<file path="config.mk">
export PLATFORM = sky130hd
export DESIGN_NAME = rtc_access_sequencer
export DESIGN_NICKNAME = d
export VERILOG_FILES = /design/src/rtl/rtc_pkg.sv /design/src/rtl/rtc_seq_rom.sv /design/src/rtl/rtc_access_sequencer.sv
export SDC_FILE = /design/constraint.sdc
export NUM_CORES = 1
export LEC_CHECK = 0
export BUFFER_PORTS_ARGS = -buffer_cell sky130_fd_sc_hd__buf_2
export CAP_MARGIN = 40
export CORE_MARGIN = 3
export CORE_UTILIZATION = 58
export DETAILED_ROUTE_END_ITERATION = 10
export GPL_TIMING_DRIVEN = 0
export PLACE_DENSITY = 0.8
export SLEW_MARGIN = 20
export SYNTH_ARGS = -nofsm -noshare
export SYNTH_HDL_FRONTEND = slang
export SYNTH_SLANG_ARGS = --single-unit
</file>
<file path="constraint.sdc">
create_clock -name clk -period 4.9 [get_ports clk]
set_input_delay 0.735 -clock clk [delete_from_list [all_inputs] [get_ports clk]]
set_output_delay 0.735 -clock clk [all_outputs]
set_load 0.1 [all_outputs]
</file>
<file path="src/rtl/rtc_pkg.sv">
// Shared constants and types for the RTC access sequencer: select bit
// indices, bus cycle types, sequence ids, step counts, FSM encoding and the
// step-table record returned by rtc_seq_rom.
package rtc_pkg;

  localparam int unsigned SEL_W  = 13;
  localparam int unsigned STEP_W = 5;
  localparam int unsigned N_REGS = 9;

  // One-hot select bit positions into the RTC address/data mux
  localparam int unsigned SEL_DAT_ESC_INIT = 0;
  localparam int unsigned SEL_DAT_ESC_ZERO = 1;
  localparam int unsigned SEL_DIR_ST2      = 2;
  localparam int unsigned SEL_DIR_COM_CYT  = 3;
  localparam int unsigned SEL_DIR_SEG      = 4;   // first of the 9 time registers
  localparam int unsigned SEL_DIR_HORA_TIM = 12;  // last of the 9 time registers

  localparam logic [1:0] TIPO_DIR = 2'b00;
  localparam logic [1:0] TIPO_WR  = 2'b01;
  localparam logic [1:0] TIPO_RD  = 2'b10;

  localparam logic [3:0] USR_NONE = 4'hF;

  localparam logic [STEP_W-1:0] INIT_STEPS = 5'd4;
  localparam logic [STEP_W-1:0] READ_STEPS = 5'd20;
  localparam logic [STEP_W-1:0] PROG_STEPS = 5'd20;

  typedef enum logic [1:0] {
    SEQ_INIT = 2'd0,
    SEQ_READ = 2'd1,
    SEQ_PROG = 2'd2
  } seq_e;

  typedef enum logic [2:0] {
    ST_POWERUP = 3'd0,
    ST_IDLE    = 3'd1,
    ST_ISSUE   = 3'd2,
    ST_WAIT    = 3'd3,
    ST_NEXT    = 3'd4,
    ST_DONE    = 3'd5,
    ST_ABORT   = 3'd6
  } state_e;

  typedef struct packed {
    logic [SEL_W-1:0] sel;
    logic [1:0]       tipo;
    logic [3:0]       usr_sel;
    logic [3:0]       cap_idx;
    logic             last;
  } rom_t;

  function automatic logic [SEL_W-1:0] sel_bit(input int unsigned idx);
    return SEL_W'(1) << idx;
  endfunction

endpackage

</file>
<file path="src/rtl/rtc_seq_rom.sv">
// Step table: maps (sequence id, step) to select, cycle type, user-value
// index, capture slot and last-step flag.
//   i_seq  : sequence id
//   i_step : step number within the sequence
//   o_rom  : step record
module rtc_seq_rom
  import rtc_pkg::*;
(
  input  seq_e              i_seq,
  input  logic [STEP_W-1:0] i_step,
  output rom_t              o_rom
);

  logic [3:0] w_k;  // time-register index for the per-register step pairs

  always_comb begin : p_rom
    o_rom = '{sel: '0, tipo: TIPO_DIR, usr_sel: USR_NONE, cap_idx: '0, last: 1'b1};
    w_k   = '0;
    case (i_seq)
      SEQ_INIT: if (i_step < INIT_STEPS) begin
        o_rom.last = (i_step == INIT_STEPS - 5'd1);
        case (i_step[1:0])
          2'd1: begin
            o_rom.sel  = sel_bit(SEL_DAT_ESC_INIT);
            o_rom.tipo = TIPO_WR;
          end
          2'd3: begin
            o_rom.sel  = sel_bit(SEL_DAT_ESC_ZERO);
            o_rom.tipo = TIPO_WR;
          end
          default: o_rom.sel = sel_bit(SEL_DIR_ST2);
        endcase
      end
      SEQ_READ: if (i_step < READ_STEPS) begin
        o_rom.last = (i_step == READ_STEPS - 5'd1);
        if (i_step == 5'd0) begin
          o_rom.sel = sel_bit(SEL_DIR_COM_CYT);
        end else if (i_step == 5'd1) begin
          o_rom.sel  = sel_bit(SEL_DAT_ESC_ZERO);
          o_rom.tipo = TIPO_WR;
        end else begin
          w_k           = 4'((i_step - 5'd2) >> 1);
          o_rom.sel     = sel_bit(SEL_DIR_SEG + 32'(w_k));
          o_rom.cap_idx = w_k;
          if (i_step[0]) o_rom.tipo = TIPO_RD;
        end
      end
      SEQ_PROG: if (i_step < PROG_STEPS) begin
        o_rom.last = (i_step == PROG_STEPS - 5'd1);
        if (i_step == PROG_STEPS - 5'd2) begin
          o_rom.sel = sel_bit(SEL_DIR_COM_CYT);
        end else if (i_step == PROG_STEPS - 5'd1) begin
          o_rom.sel  = sel_bit(SEL_DAT_ESC_ZERO);
          o_rom.tipo = TIPO_WR;
        end else begin
          w_k       = 4'(i_step >> 1);
          o_rom.sel = sel_bit(SEL_DIR_SEG + 32'(w_k));
          if (i_step[0]) begin
            o_rom.tipo    = TIPO_WR;
            o_rom.usr_sel = w_k;
          end
        end
      end
      default: ;
    endcase
  end

endmodule

</file>
<file path="src/rtl/rtc_access_sequencer.sv">
// RTC transaction sequencer: runs power-up init, periodic time read and user
// programming as fixed step sequences against the bus-cycle engine.
//   clk, reset_n         : clock, async active-low reset
//   tick_lectura/prog_req: request pulses (latched 1-deep)
//   bus_done, rd_data    : engine completion pulse and read byte
//   sel, usr_sel         : mux selects / user-value index for program data
//   bus_start, bus_tipo  : engine launch pulse and cycle type
//   seg..hora_tim        : published time snapshot, datos_validos on update
//   busy, init_done, error_to : status
module rtc_access_sequencer
  import rtc_pkg::*;
#(
  parameter logic [15:0] POWERUP_CYCLES = 16'd1000,
  parameter logic [11:0] TIMEOUT_CYCLES = 12'd2048
) (
  input  logic             clk,
  input  logic             reset_n,
  input  logic             tick_lectura,
  input  logic             prog_req,
  input  logic             bus_done,
  input  logic [7:0]       rd_data,
  output logic [SEL_W-1:0] sel,
  output logic [3:0]       usr_sel,
  output logic             bus_start,
  output logic [1:0]       bus_tipo,
  output logic [7:0]       seg,
  output logic [7:0]       min,
  output logic [7:0]       hora,
  output logic [7:0]       dia,
  output logic [7:0]       mes,
  output logic [7:0]       anio,
  output logic [7:0]       seg_tim,
  output logic [7:0]       min_tim,
  output logic [7:0]       hora_tim,
  output logic             datos_validos,
  output logic             busy,
  output logic             init_done,
  output logic             error_to
);

  state_e            r_state, w_state_d;
  seq_e              r_seq, w_seq_d;
  logic [STEP_W-1:0] r_step, w_step_d;
  logic [15:0]       r_cnt, w_cnt_d;   // shared power-up / timeout counter
  logic              r_pend_rd, r_pend_pg, w_clr_rd, w_clr_pg;
  rom_t              w_rom;

  logic [SEL_W-1:0]  r_sel;
  logic [3:0]        r_usr_sel, r_cap;
  logic [1:0]        r_tipo;
  logic              r_bus_start, r_last, r_valid, r_busy, r_init_done, r_error_to;
  logic [7:0]        r_shadow [N_REGS];
  logic [7:0]        r_snap   [N_REGS];

  // Table lookup on the step about to be issued so selects register into ISSUE
  rtc_seq_rom u_rom (
    .i_seq  (w_seq_d),
    .i_step (w_step_d),
    .o_rom  (w_rom)
  );

  // FSM state register and request flags
  always_ff @(posedge clk or negedge reset_n) begin : p_state
    if (!reset_n) begin
      r_state   <= ST_POWERUP;
      r_seq     <= SEQ_INIT;
      r_step    <= '0;
      r_cnt     <= '0;
      r_pend_rd <= 1'b0;
      r_pend_pg <= 1'b0;
    end else begin
      r_state   <= w_state_d;
      r_seq     <= w_seq_d;
      r_step    <= w_step_d;
      r_cnt     <= w_cnt_d;
      r_pend_rd <= (r_pend_rd & ~w_clr_rd) | tick_lectura;
      r_pend_pg <= (r_pend_pg & ~w_clr_pg) | prog_req;
    end
  end

  // Next-state logic
  always_comb begin : p_next
    w_state_d = r_state;
    w_seq_d   = r_seq;
    w_step_d  = r_step;
    w_cnt_d   = r_cnt;
    w_clr_rd  = 1'b0;
    w_clr_pg  = 1'b0;
    case (r_state)
      ST_POWERUP: begin
        if (r_cnt == POWERUP_CYCLES - 16'd1) begin
          w_state_d = ST_ISSUE;
          w_seq_d   = SEQ_INIT;
          w_step_d  = '0;
          w_cnt_d   = '0;
        end else begin
          w_cnt_d = r_cnt + 16'd1;
        end
      end
      ST_IDLE: begin
        if (r_pend_pg) begin
          w_state_d = ST_ISSUE;
          w_seq_d   = SEQ_PROG;
          w_step_d  = '0;
          w_clr_pg  = 1'b1;
        end else if (r_pend_rd) begin
          w_state_d = ST_ISSUE;
          w_seq_d   = SEQ_READ;
          w_step_d  = '0;
          w_clr_rd  = 1'b1;
        end
      end
      ST_ISSUE: begin
        w_state_d = ST_WAIT;
        w_cnt_d   = '0;
      end
      ST_WAIT: begin
        if (bus_done) begin
          w_state_d = ST_NEXT;
        end else if (r_cnt == 16'(TIMEOUT_CYCLES) - 16'd1) begin
          w_state_d = ST_ABORT;
        end else begin
          w_cnt_d = r_cnt + 16'd1;
        end
      end
      ST_NEXT: begin
        if (r_last) begin
          w_state_d = ST_DONE;
        end else begin
          w_state_d = ST_ISSUE;
          w_step_d  = r_step + 5'd1;
        end
      end
      ST_DONE: w_state_d = ST_IDLE;
      ST_ABORT: begin
        // A failed init retries from the power-up wait
        if (r_seq == SEQ_INIT) begin
          w_state_d = ST_POWERUP;
          w_cnt_d   = '0;
        end else begin
          w_state_d = ST_IDLE;
        end
      end
      default: begin
        w_state_d = ST_POWERUP;
        w_cnt_d   = '0;
      end
    endcase
  end

  // Registered outputs, read capture and snapshot publication
  always_ff @(posedge clk or negedge reset_n) begin : p_out
    if (!reset_n) begin
      r_sel       <= '0;
      r_usr_sel   <= USR_NONE;
      r_tipo      <= TIPO_DIR;
      r_cap       <= '0;
      r_last      <= 1'b0;
      r_bus_start <= 1'b0;
      r_valid     <= 1'b0;
      r_busy      <= 1'b0;
      r_init_done <= 1'b0;
      r_error_to  <= 1'b0;
      for (int unsigned i = 0; i < N_REGS; i++) begin
        r_shadow[i] <= '0;
        r_snap[i]   <= '0;
      end
    end else begin
      r_bus_start <= (w_state_d == ST_ISSUE);
      r_busy      <= (w_state_d != ST_IDLE);
      r_valid     <= 1'b0;
      if (w_state_d == ST_ISSUE) begin
        r_sel     <= w_rom.sel;
        r_tipo    <= w_rom.tipo;
        r_usr_sel <= w_rom.usr_sel;
        r_cap     <= w_rom.cap_idx;
        r_last    <= w_rom.last;
      end else if (w_state_d != ST_WAIT && w_state_d != ST_NEXT) begin
        r_sel     <= '0;
        r_tipo    <= TIPO_DIR;
        r_usr_sel <= USR_NONE;
      end
      if (r_state == ST_WAIT && bus_done && r_tipo == TIPO_RD) begin
        r_shadow[r_cap] <= rd_data;
      end
      if (w_state_d == ST_DONE) begin
        r_error_to <= 1'b0;
        if (r_seq == SEQ_READ) begin
          r_snap  <= r_shadow;
          r_valid <= 1'b1;
        end
        if (r_seq == SEQ_INIT) r_init_done <= 1'b1;
      end else if (w_state_d == ST_ABORT) begin
        r_error_to <= 1'b1;
      end
    end
  end

  assign sel           = r_sel;
  assign usr_sel       = r_usr_sel;
  assign bus_start     = r_bus_start;
  assign bus_tipo      = r_tipo;
  assign datos_validos = r_valid;
  assign busy          = r_busy;
  assign init_done     = r_init_done;
  assign error_to      = r_error_to;
  assign seg           = r_snap[0];
  assign min           = r_snap[1];
  assign hora          = r_snap[2];
  assign dia           = r_snap[3];
  assign mes           = r_snap[4];
  assign anio          = r_snap[5];
  assign seg_tim       = r_snap[6];
  assign min_tim       = r_snap[7];
  assign hora_tim      = r_snap[8];

endmodule

</file>
==> metrics.md <==
| Metric | Value |
|---|---|
| Critical path launch point type | `register` |
| Biggest area consumer among synthesized cells | `dfrtp_1` |
| WS Path Type | `reg2reg` |
| Number of buffers added for setup after CTS | `0` |
| CP max FO | `12` |
| Cells after Synth | `a little over 800` |
| 1st-pass router iterations | `4` |
| Part of the power in registers | `0.511` |
| Post-cts repair resize count | `0` |
| Reg-to-reg endpoint | `sel[1]` |
| Setup repair after global routing missed its margin | `false` |
| Global-route wire length before repair | `roughly 32 mm` |
| Global route overflow | `0` |
| Final Routed Wirelength | `a little under 20 mm` |
| Top-level port count | `between 100 and 150` |
| Post-Place Setup Slack | `slightly below 0.7 ns` |
| Combinational share of power | `0.016` |
| Root Buffer | `clkbuf_16` |
| Sw Share | `0.201` |
| DP HPWL | `about 13 mm` |
| Sequential Area | `5030 um2` |
| Hold Path Class | `in2async` |
| Initial antenna violation count | `0` |
| Primary FF master, synth | `dfrtp_1` |
| Period utilization | `0.884` |
| Final hold vios | `0` |
| Die area | `between 15000 and 20000 um2` |
| DR vias | `roughly 6500` |
| Diodes inserted | `0` |
| Pleak | `between 5 and 6 nW` |
| Maximum clock path buffer count | `3` |
| Overall Power | `between 3 and 4 mW` |
| Clk_lat worst skew | `roughly 0.48 ns` |
| Largest net degree at the start of global routing | `approximately 110` |
| Mapped Nets | `between 800 and 900` |
| Area of the multi-input gates | `around 3500 um2` |
| Top cells by area, synth | `dfrtp_1, nand2_1, mux2_2, ha_1, nor2_1` |
| # H-tree levels | `1` |
| Yosys Warn Count | `0` |
| Fill cells | `1053` |
| FP Rows | `44` |
| Routed WL per cell | `17.2 um` |
| Clock sink total | `approximately 200` |
| F_max | `~230 MHz` |
| Vias per cell | `about 5.7` |
| Total core area | `~15000 um2` |
| Asr flop ratio synth | `1.00` |
| DRC | `0` |
| Share of cells above drive strength 1 | `0.253` |
| Max Cap Violations | `0` |
| Share of the synthesized area in the top cell type | `0.564` |
| Mapped Area | `8730 um2` |
| Fin Setup TNS | `0 ns` |
| Number of synthesized register bits | `approximately 200` |
| Worst setup margin | `between 0.5 and 0.6 ns` |
| GPL Wtd Cong | `between 0.9 and 1` |
| PwrDens | `roughly 320 nW/um2` |
| EDFF count, synth | `0` |
| Cell variety after synth | `76` |
| Flop2flop setup slack | `between 0.5 and 0.6 ns` |
| Global Route Usage Sum | `0.242` |
| Worst EP required | `roughly 5.3 ns` |
| Post-CTS Hold Buffers | `0` |
| CP Data Arrival Time | `between 4 and 5 ns` |
| Post-Syn Area per Cell | `10.6 um2` |
| Worst Hold Slack | `roughly 0.27 ns` |
| Final instance area | `about 10000 um2` |
| Outcome | `complete, no violations` |
| P&R area growth vs syn | `17.0%` |
| TritonCTS Buffers | `21` |
| Total internal power | `between 2 and 3 mW` |
| Min Tclk post-route | `4.33 ns` |
| Reg2Reg Launch Point | `r_cnt[11]` |
| Psw | `between 0.6 and 0.7 mW` |
| Die Span Y | `around 130 um` |
| Worst Tran Pin Value | `approximately 0.83 ns` |
| Worst R2R Path Depth | `12` |
| Setup Skew | `approximately 0.011 ns` |
| Number of global-route vias before repair | `~6300` |
| Nets | `slightly below 1000` |
| Port-buffer cells | `108` |
| Worst VDD drop | `~0.25 mV` |
| Die span in x | `~130 um` |
| Post-DP Area | `~9500 um2` |
| Clock power share | `0.473` |
| Setup crit end kind | `register` |
| DR iter-0 viols | `roughly 430` |
| Fin. max-slew vios | `0` |
| Initial core utilization | `0.596` |
| Final ANT Viol Nets | `0` |
| Setup violators final | `0` |
| CTS tree | `built` |
| Clock transition at path regs | `approximately 0.060 ns` |
| Sequential fraction of the synthesis area | `0.577` |
| Slew HR | `0.439` |
## state kept, by name, indices dropped and copies added (netlist names), 3 cells and up
| register | count |
|---|---|
| r_state | 3 |
| r_shadow | 72 |
| hora_tim | 8 |
| mes | 8 |
| usr_sel | 4 |
| r_cap | 4 |
| seg_tim | 8 |
| anio | 8 |
| dia | 8 |
| min_tim | 8 |
| r_cnt | 16 |
| seg | 8 |
| min | 8 |
| sel | 13 |
| r_step | 5 |
| hora | 8 |
## cells in the final DEF, fill, tap and decap left out, drive strengths merged, types with 3 or more instances in the layout
cell    Yosys  routed
nand2     272     272
inv        15      15
nor2       32      32
nor2b       9       9
xor2        4       4
o21ai      17      17
o221ai      8       8
a22o        3       3
or4         3       3
and2        4       4
ha         11      11
nand4      11      11
clkinv      1       3
buf         5     115
mux2       73      73
or3         9       9
a21oi      14      14
clkbuf     23      53
xnor2       8       8
nor3b       4       4
o21a        4       4
dfrtp     197     197
nor4        3       3
dfstp       4       4
o211ai      7       7
nand2b      4       4
a21o        6       6
nand3      21      21
and3        7       7
nor3        3       3
a32oi       3       3
## synthesized netlist by cell type, drive strengths merged (8+ instances only)
| library cell | n |
|---|---|
| a21oi | 14 |
| clkbuf | 23 |
| dfrtp | 197 |
| ha | 11 |
| inv | 15 |
| mux2 | 73 |
| nand2 | 272 |
| nand3 | 21 |
| nand4 | 11 |
| nor2 | 32 |
| nor2b | 9 |
| o21ai | 17 |
| o221ai | 8 |
| or3 | 9 |
| xnor2 | 8 |
## worst max path at each step
stage	startpoint	end	slack [ns]	cells after the start
after global placement	reset_n	sel[10]	-0.09	1
after global routing	r_cnt[11]	sel[1]	0.18	12
after floorplan	r_cnt[11]	sel[12]	1.32	10
after detailed placement	r_cnt[11]	sel[1]	0.68	12
final	r_cnt[11]	sel[1]	0.57	12
after CTS	r_cnt[11]	sel[1]	0.63	12
## per-stage QoR
stage,instances,utilization
after floorplan,824,-
after global placement,1116,0.649
after detailed placement,1118,0.652
after CTS,1152,0.698
after global routing,1152,0.698
final,1152,0.698
## cells by family after synthesis
logic type / count (synthesis) / synth area share
adder cells (fa/ha/maj): 11 / 0.0158
flip-flops: 201 / 0.577
buffers and inverters: 44 / 0.0202
multiplexers: 74 / 0.0953
AO/OA/AOI/OAI: 88 / 0.0804
AND/OR/NAND/NOR: 394 / 0.200
XOR/XNOR: 12 / 0.0120
## critical path: stages (launching register included)
cell,delay (ns)
dfrtp_1,0.42
or4_4,0.59
nor4_4,0.49
o211ai_2,0.32
a21boi_2,0.57
ha_1,0.26
xnor2_1,0.20
inv_1,0.19
ha_1,0.34
nor2_1,0.30
nand2_1,0.13
nor4bb_1,0.28
or3_1,0.15
## layer usage
| layer | global-route usage | share of wire |
|---|---|---|
| met5 | 0 | 0 |
| met1 | 0.340 | 0.45 |
| met2 | 0.402 | 0.48 |
| met4 | 0.0587 | 0.021 |
| met3 | 0.0345 | 0.054 |
## power by group through the flow
| stage | combinational, mW | sequential, mW | clock (mW) |
|---|---|---|---|
| final | 0.0515 | 1.66 | 1.53 |
| after global routing | 0.0590 | 1.66 | 1.63 |
| after CTS | 0.0539 | 1.66 | 1.57 |
| after detailed placement | 0.0538 | 1.69 | 0 |
| after global placement | 0.0498 | 1.69 | 0 |
| after floorplan | 0.000982 | 1.69 | 0 |
## cell type report
cell class / count / area share
Clock inverter: 4 / 0.00502
Clock buffer: 30 / 0.0606
Multi-Input combinational cell: 579 / 0.345
Buffer: 28 / 0.0110
Tap cell: 184 / 0.0225
Inverter: 16 / 0.00624
Sequential cell: 201 / 0.493
Timing Repair Buffer: 110 / 0.0573
(Power assumes the default switching activity.)
